===== config.mk =====
export PLATFORM = sky130hd
export DESIGN_NAME = step_ctrl
export DESIGN_NICKNAME = d
export VERILOG_FILES = /design/src/rtl/step_ctrl.sv
export SDC_FILE = /design/constraint.sdc
export NUM_CORES = 1
export LEC_CHECK = 0
export ABC_CLOCK_PERIOD_IN_PS = 2690
export CAP_MARGIN = 20
export CORE_ASPECT_RATIO = 1.75
export CORE_UTILIZATION = 49
export DETAILED_ROUTE_END_ITERATION = 10
export GPL_ROUTABILITY_DRIVEN = 1
export PLACE_DENSITY = 0.8
export RECOVER_POWER = 25
export SLEW_MARGIN = 20
export SYNTH_ARGS = -nofsm -noshare
export SYNTH_HDL_FRONTEND = slang
export SYNTH_SLANG_ARGS = --single-unit

===== constraint.sdc =====
create_clock -name clk -period 2.69 [get_ports clk]
set_clock_uncertainty 0.15 [all_clocks]
set_input_delay 0.269 -clock clk [delete_from_list [all_inputs] [get_ports clk]]
set_output_delay 0.269 -clock clk [all_outputs]
set_load 0.005 [all_outputs]

===== src/rtl/step_ctrl.sv =====
// Single-step/run controller: gates soc progress through a registered cpu_en; STEP N yields exactly N enable cycles.
// cpu_en rises the cycle after a command is accepted; while busy only HALT is accepted, other commands stall.
module step_ctrl #(
    parameter int CNT_W         = 32,
    parameter int DEFAULT_STEPS = 100,
    parameter bit START_RUNNING = 1'b0
) (
    input  logic             clk,
    input  logic             rst_n,
    input  logic             cmd_valid,
    output logic             cmd_ready,
    input  logic [1:0]       cmd_op,
    input  logic [CNT_W-1:0] cmd_steps,
    input  logic             brk,
    output logic             cpu_en,
    output logic             busy,
    output logic             done,
    output logic [CNT_W-1:0] remaining,
    output logic [CNT_W-1:0] cycle_count,
    output logic [1:0]       halt_cause
);

    typedef enum logic [1:0] {
        S_IDLE = 2'd0,
        S_STEP = 2'd1,
        S_RUN  = 2'd2
    } state_t;

    localparam logic [1:0] OP_NOP  = 2'b00;
    localparam logic [1:0] OP_STEP = 2'b01;
    localparam logic [1:0] OP_RUN  = 2'b10;
    localparam logic [1:0] OP_HALT = 2'b11;

    localparam logic [1:0] CAUSE_COUNT = 2'b01;
    localparam logic [1:0] CAUSE_BRK   = 2'b10;
    localparam logic [1:0] CAUSE_HALT  = 2'b11;

    localparam state_t RST_STATE = START_RUNNING ? S_RUN : S_IDLE;
    localparam logic [CNT_W-1:0] DEF_STEPS = CNT_W'(DEFAULT_STEPS);

    state_t           state, state_nxt;
    logic [CNT_W-1:0] remaining_nxt;
    logic [1:0]       halt_cause_nxt;
    logic             done_nxt;
    logic             cmd_acc;

    assign busy      = (state != S_IDLE);
    assign cmd_ready = (state == S_IDLE) | (cmd_op == OP_HALT);
    assign cmd_acc   = cmd_valid & cmd_ready;

    // Stop-cause priority on a single edge: HALT command, then breakpoint, then count exhausted.
    always_comb begin
        state_nxt      = state;
        remaining_nxt  = remaining;
        halt_cause_nxt = halt_cause;
        done_nxt       = 1'b0;
        case (state)
            S_IDLE: begin
                if (cmd_acc) begin
                    case (cmd_op)
                        OP_STEP: begin
                            state_nxt     = S_STEP;
                            remaining_nxt = (cmd_steps == '0) ? DEF_STEPS : cmd_steps;
                        end
                        OP_RUN:  state_nxt = S_RUN;
                        OP_NOP,
                        OP_HALT: state_nxt = S_IDLE;
                        default: state_nxt = S_IDLE;
                    endcase
                end
            end
            S_STEP, S_RUN: begin
                if (cmd_acc && (cmd_op == OP_HALT)) begin
                    state_nxt      = S_IDLE;
                    remaining_nxt  = '0;
                    halt_cause_nxt = CAUSE_HALT;
                    done_nxt       = 1'b1;
                end else if (brk && cpu_en) begin
                    state_nxt      = S_IDLE;
                    remaining_nxt  = '0;
                    halt_cause_nxt = CAUSE_BRK;
                    done_nxt       = 1'b1;
                end else if (state == S_STEP) begin
                    remaining_nxt = remaining - CNT_W'(1);
                    if (remaining == CNT_W'(1)) begin
                        state_nxt      = S_IDLE;
                        halt_cause_nxt = CAUSE_COUNT;
                        done_nxt       = 1'b1;
                    end
                end
            end
            default: begin
                state_nxt     = S_IDLE;
                remaining_nxt = '0;
            end
        endcase
    end

    always_ff @(posedge clk or negedge rst_n) begin
        if (!rst_n) begin
            state       <= RST_STATE;
            cpu_en      <= START_RUNNING;
            remaining   <= '0;
            cycle_count <= '0;
            done        <= 1'b0;
            halt_cause  <= 2'b00;
        end else begin
            state      <= state_nxt;
            cpu_en     <= (state_nxt != S_IDLE);
            remaining  <= remaining_nxt;
            done       <= done_nxt;
            halt_cause <= halt_cause_nxt;
            if (cpu_en) begin
                cycle_count <= cycle_count + CNT_W'(1);
            end
        end
    end

endmodule


==> impl_metrics.csv, run 1 <==
group,metric,value,unit
setup_path,path_class,"reg2reg",
detailed_routing,via_per_inst,6.30,
job,cap_violations,1,
sta,rsz0062_at_grt,"no",
sta,period_needed,2.50,ns
detailed_routing,routed_wl,12.5,mm
setup_path,crit_slowest_cell,"or4_4",
power_and_ir_drop,power.total,5640,µW
floorplan,rows,43,
synth,syn_area_per_cell,9.31,µm²
synth,synth_compound_gate_area_share,15.8,%
synth,synth_edf_count,0,
placement,dp_hpwl,9.48,mm
status,status,"finished, violations left",
clocking,clock_path_buffers,2,
floorplan,ios,108,
layout,layout_common_cells,"clkdlybuf4s50_1, dfrtp_1, nand2_1, nor2_1, buf_4",
synth,ys_ff_latch,70,
synth,async_flop_share,100,%
setup_path,end_kind,"flop",
placement,gp_congestion,0.928,
synth,yosys_warnings,0,
power_and_ir_drop,irDropWorstVdd,644,µV
sta,setup_viol,0,
sta,fmax,0.400,GHz
detailed_routing,drc_errors,0,
synth,ys_seq_area_share,43.6,%
placement,portBuffers,107,
floorplan,start_util,50.8,%
sta,finalCritPeriodShare,93.0,%
synth,postSynthCellCount,431,
grt,grt_max_degree,47,
detailed_routing,antenna_left,0,
synth,synth_simple_gate_area_share,27.2,%
detailed_routing,drt_iter0_markers,285,
clocking,cts_tree,"built",
layout,antennaDiodeCount,0,
power_and_ir_drop,power_density,1000,nW/µm²
power_and_ir_drop,leakage,0.00227,µW
sta,finalSetupTns,0,ns
layout,drive_gt1_share,10.5,%
clocking,cts_buffers,9,
setup_path,cp_top_family,"simple AND/OR/NAND/NOR gates",
grt,grt_pass1_vias,4096,
detailed_routing,vias,4111,
setup_path,path_max_fanout,7,
synth,muxShareOfSynthArea,0.281,%
layout,areaGrowthSynthToFinish,40.1,%
grt,antenna_found_initial,0,
sta,whs,0.327,ns
clocking,htree_levels,3,
layout,final_nets,604,
floorplan,fp.dieW,70.4,µm
grt,overflow,0,
setup_path,arrival,2.58,ns
clocking,post_cts_buffers,0,
synth,synth_top_family_by_area,"simple AND/OR/NAND/NOR gates",
floorplan,placeableCoreArea,7910,µm²
min_path,hold_path.class,"reg2reg",
sta,finalHoldViolCount,0,
clocking,clk_pin_slew,0.06,ns
setup_path,max_stage_delay,0.61,ns
detailed_routing,wl_per_cell,19.1,µm
sta,slew_violations,25,
setup_path,reg2reg_slack,0.19,ns
setup_path,cp_cell_sequence,"or4_4 > nor4_4 > nand3_4 > or3_4 > o311ai_2",
floorplan,die-area,8570,µm²
sta,slew_headroom,-2.18,%
layout,mostFrequentLayoutCell,"clkdlybuf4s50_1",
grt,grt_usage,31.0,%
synth,yosys_most_used_dff,"dfrtp_1",
clocking,clock_sink_count,70,
sta,worst_pin_slew,1.53,ns
clocking,clockRootBuffer,"clkbuf_16",
setup_path,cp.required,2.77,ns
clocking,clock_latency,0.33,ns
detailed_routing,firstDrtPassIters,5,
setup_path,start_kind,"flop",
synth,syn-num-nets,476,
synth,netlist_area,4010,µm²
grt,grt_first_pass_wirelength,20.5,mm
floorplan,die_h,122,µm
synth,yosysUniqueCellTypes,59,
status,violations,"max-capacitance violations, max-slew violations",
setup_path,path_buf_inv,0,
synth,yosys.area_share.adder,2.18,%
synth,synth_xor_area_share,7.42,%
==> routing by layer <==
metal	vias up	track usage (%)	share of wire (%)
li1	1873	-	-
met1	1986	34.2	37
met2	202	54.5	53
met3	50	6.04	5.5
met4	0	18.0	4.8
met5	-	0	0
==> power breakdown <==
| group | internal, µW | leakage, µW | switching [µW] |
|---|---|---|---|
| logic | 1290 | 0.00120 | 1430 |
| registers | 1320 | 0.000934 | 429 |
| clock network | 710 | 0.000137 | 454 |
==> cell type report <==
| cell class | count | area, µm² |
|---|---|---|
| clock buffer | 9 | 225 |
| sequential | 70 | 1750 |
| clock inverter | 6 | 63.8 |
| multi-input combinational | 330 | 2140 |
| fill | 619 | 2290 |
| timing repair buffer | 134 | 1280 |
| tap | 90 | 113 |
| inverter | 14 | 52.6 |
==> path summary, 6_finish.rpt <==
kind                                              from                     endpoint  cells past startpoint
setup / recovery              remaining[3]$_DFFE_PN0P_    remaining[29]$_DFFE_PN0P_                      5
hold / removal             cycle_count[31]$_DFFE_PN0P_  cycle_count[31]$_DFFE_PN0P_                      1
setup reg to reg              remaining[3]$_DFFE_PN0P_    remaining[29]$_DFFE_PN0P_                      5
hold reg to reg            cycle_count[31]$_DFFE_PN0P_  cycle_count[31]$_DFFE_PN0P_                      1
max in group asynchronous                        rst_n           state[1]$_DFF_PN0_                      3
min in group asynchronous                        rst_n  cycle_count[23]$_DFFE_PN0P_                      2
==> state kept, by name (all words and copies together) (netlist names) <==
name and cells:
cpu_en 1, cycle_count 32, done 1, halt_cause 2, remaining 32, state 2
==> synth_stat cells (3+ instances only) <==
library cell	instances	area [µm²]
and3_1	4	25.0
a32oi_1	4	35.0
o21ai_0	23	115
clkbuf_1	11	41.3
nor2_1	29	109
xor2_1	14	123
nor3_1	23	115
a31oi_1	4	25.0
nand2_1	49	184
a221o_1	5	50.1
nor2b_1	3	18.8
nand2b_1	4	25.0
o311ai_1	6	52.6
ha_1	7	87.6
o211ai_1	13	97.6
or4_1	3	22.5
and2_1	3	18.8
buf_2	3	15.0
a21oi_1	10	50.1
nand4_1	17	106
nand3b_1	3	22.5
dfrtp_1	70	1750
xnor2_1	20	175
inv_1	14	52.6
nor4_1	17	106
o311ai_0	4	35.0
nand3_1	23	115
or3_1	4	25.0
==> stage by stage <==
step	instances	instance area, µm²	utilization [%]	setup slack (ns)
4_1_cts	653	5620	71.0	0.186
6_report	653	5620	71.1	0.189
3_3_place_gp	637	5320	67.3	0.210
2_1_floorplan	431	4010	-	0.286
3_5_place_dp	637	5320	67.3	0.107
5_1_grt	653	5620	71.1	0.0773
==> repair_timing <==
item / 4_1_cts / 5_1_grt
gates resized for setup: 0 / 2
endpoints found under the hold margin: 24 / 0
setup endpoints to repair: 0 / 3
hold buffers: 1 / 0
==> logic make-up (layout without fill, tap and decap cells) <==
kind of cell	Yosys count	after routing
AO/OA/AOI/OAI	89	89
XOR/XNOR	34	34
adder cells (fa/ha/maj)	7	7
buffers and inverters	31	163
flip-flops	70	70
multiplexers	1	1
AND/OR/NAND/NOR	199	199
Power figures use the tool's default switching activity.
==> run 2: changes to the inputs <==
Settings changed: ABC_AREA set to 1, CORE_UTILIZATION 49 to 50, PLACE_DENSITY 0.8 to 0.78.
==> run 2 against run 1 <==
Net effect: flip-flop and latch count is the same; cell count increased by 42%; global-route usage decreased by 0.10 points; register-to-register slack improved by 0.44 ns; critical path type is now reg2out; the flow still finishes with violations (max-capacitance violations, max-slew violations); critical endpoint is now cmd_ready; die area is 18% higher; wire length grew 18%; largest cell class unchanged; worst hold slack improved by 0.017 ns; non-clock buffer count is 17 lower.
==> impl_metrics.csv, run 2 <==
group,metric,value,unit
clocking,clock_sink_count,70,
status,violations,"max-capacitance violations, max-slew violations",
setup_path,path_class,"reg2out",
grt,overflow,0,
synth,ys_ff_latch,70,
synth,synth_area_leader_cell,"dfrtp_1",
layout,areaGrowthSynthToFinish,31.7,%
min_path,whs_endpoint,"halt_cause[1]$_DFFE_PN0P_",
layout,antennaDiodeCount,0,
clocking,cts_buffers,9,
setup_path,reg2regPathDepth,9,
min_path,whs_path_depth,2,
sta,finalHoldViolCount,0,
placement,portBuffers,107,
setup_path,path_max_fanout,14,
synth,async_flop_share,100,%
synth,yosys_most_used_dff,"dfrtp_1",
sta,slew_violations,30,
power_and_ir_drop,irDropWorstVdd,741,µV
sta,finalSetupTns,0,ns
synth,netlist_area,4850,µm²
clocking,post_cts_buffers,0,
sta,fmax,0.405,GHz
synth,postSynthCellCount,685,
sta,rsz0062_at_grt,"no",
grt,grt_usage,30.9,%
clocking,clock_path_buffers,2,
synth,yosysUniqueCellTypes,43,
layout,instances_no_fill,928,
setup_path,rr_endpoint,"remaining[17]$_DFFE_PN0P_",
layout,mostFrequentLayoutCell,"nand2_1",
floorplan,ios,108,
synth,ys_seq_area_share,36.1,%
min_path,hp-start,"halt_cause[1]$_DFFE_PN0P_",
floorplan,rows,47,
clocking,cts_tree,"built",
power_and_ir_drop,leakage,0.00307,µW
setup_path,cp.required,2.27,ns
synth,synth_edf_count,0,
min_path,hold_path.class,"reg2reg",
setup_path,arrival,2.05,ns
detailed_routing,routed_wl,14.8,mm
grt,grt_first_pass_wirelength,24.5,mm
detailed_routing,wl_per_cell,15.9,µm
clocking,clk_pin_slew,0.06,ns
placement,dp_hpwl,11.4,mm
clocking,clock_latency,0.34,ns
sta,period_needed,2.47,ns
synth,syn-num-nets,730,
grt,grt_pass1_vias,5296,
power_and_ir_drop,power_density,982,nW/µm²
synth,synth.area.top_cells,"dfrtp_1, nand2_1, inv_1",
layout,final_nets,847,
floorplan,fp.dieW,76.4,µm
synth,synth_common_cells,"nand2_1, inv_1, nor2_1",
sta,worst_pin_slew,1.80,ns
setup_path,r2r-start,"state[0]$_DFF_PN0_",
floorplan,start_util,51.5,%
detailed_routing,antenna_left,0,
detailed_routing,drt_iter0_markers,229,
detailed_routing,via_per_inst,5.50,
sta,setup_viol,0,
placement,dp_cells,912,
layout,top_regs,"cycle_count (32), remaining (32)",
status,status,"finished, violations left",
setup_path,reg2reg_slack,0.63,ns
setup_path,end_kind,"output pin",
clocking,htree_levels,3,
setup_path,start_kind,"flop",
placement,gp_congestion,0.990,
floorplan,placeableCoreArea,9410,µm²
clocking,clockRootBuffer,"clkbuf_16",
layout,drive_gt1_share,9.06,%
grt,grt_max_degree,42,
synth,synth.top_cell.area_share,36.1,%
floorplan,die_h,132,µm
synth,syn_area_per_cell,7.08,µm²
sta,finalCritPeriodShare,91.9,%
synth,synth.most_common_cell,"nand2_1",
layout,layout_common_cells,"nand2_1, clkdlybuf4s50_1, inv_1, nor2_1, dfrtp_1",
synth,yosys_warnings,0,
grt,antenna_found_initial,0,
detailed_routing,vias,5103,
detailed_routing,drc_errors,0,
sta,slew_headroom,-20.3,%
clocking,postCtsResizedCells,0,
floorplan,die-area,10100,µm²
job,cap_violations,1,
detailed_routing,firstDrtPassIters,5,
[run 2: cell count changes after synthesis, sizes merged, moves of 16 or more]
cell,change
nand3,+32
nand2,+159
nor2,+70
inv,+77
o21ai,+26
nor4,-16
[run 2: critical path, cell delays in order (launching register included)]
cell and delay [ns]:
dfrtp_1 0.42, inv_1 0.13, ha_1 0.27, inv_1 0.08
buf_4 0.20, o21ai_0 0.09, clkdlybuf4s50_1 0.52
[run 2: worst max-delay path by stage]
stage                                        start                        end  slack, ns  depth (start not counted)
after floorplan           remaining[0]$_DFFE_PN0P_  remaining[28]$_DFFE_PN0P_       0.95                         11
after global placement                   cmd_valid  remaining[15]$_DFFE_PN0P_       0.66                          9
after detailed placement        state[1]$_DFF_PN0_                  cmd_ready       0.61                          6
after CTS                       state[1]$_DFF_PN0_                  cmd_ready       0.24                          6
after global routing            state[0]$_DFF_PN0_                  cmd_ready       0.15                          6
final                           state[1]$_DFF_PN0_                  cmd_ready       0.22                          6
[run 2: final cells by class]
type	instances	area, µm²
clock buffer	9	225
sequential	70	1750
clock inverter	6	87.6
inverter	92	345
multi-input combinational	512	2660
fill	846	3020
timing repair buffer	117	1160
tap	122	153
[run 2: kinds of logic (layout without fill, tap and decap cells)]
group	count (synthesis)	after routing	share of synthesized area, %
AND/OR/NAND/NOR	404	404	39.4
AO/OA/AOI/OAI	67	67	7.67
XOR/XNOR	34	34	6.14
buffers and inverters	103	224	8.80
adder cells (fa/ha/maj)	7	7	1.81
flip-flops	70	70	36.1
[run 2: power breakdown]
part	leakage [µW]	internal [µW]	switching [µW]
sequential	0.000917	1350	448
combinational	0.00200	1300	1900
clock	0.000155	806	462
[run 2: repair_timing]
action	4_1_cts	5_1_grt
hold buffers	1	0
endpoints found under the hold margin	29	0
setup endpoints to repair	0	0
[run 2: routing by layer]
| metal | wire, µm | vias up | global-route usage (%) |
|---|---|---|---|
| li1 | - | 2419 | - |
| met1 | 5160 | 2357 | 30.7 |
| met2 | 7730 | 245 | 55.8 |
| met3 | 805 | 82 | 4.98 |
| met4 | 1080 | 0 | 24.5 |
| met5 | 0 | - | 0 |
[run 2: stage by stage]
step	instance area [µm²]	hold slack [ns]	total power (µW)	utilization, %	setup slack, ns
final	6380	0.343	6270	67.9	0.218
after global routing	6380	0.359	6700	67.9	0.155
after CTS	6400	0.339	6270	68.0	0.236
after detailed placement	6080	0.223	4970	64.6	0.609
after global placement	6080	0.204	4880	64.6	0.656
after floorplan	4850	-0.177	3650	-	0.946
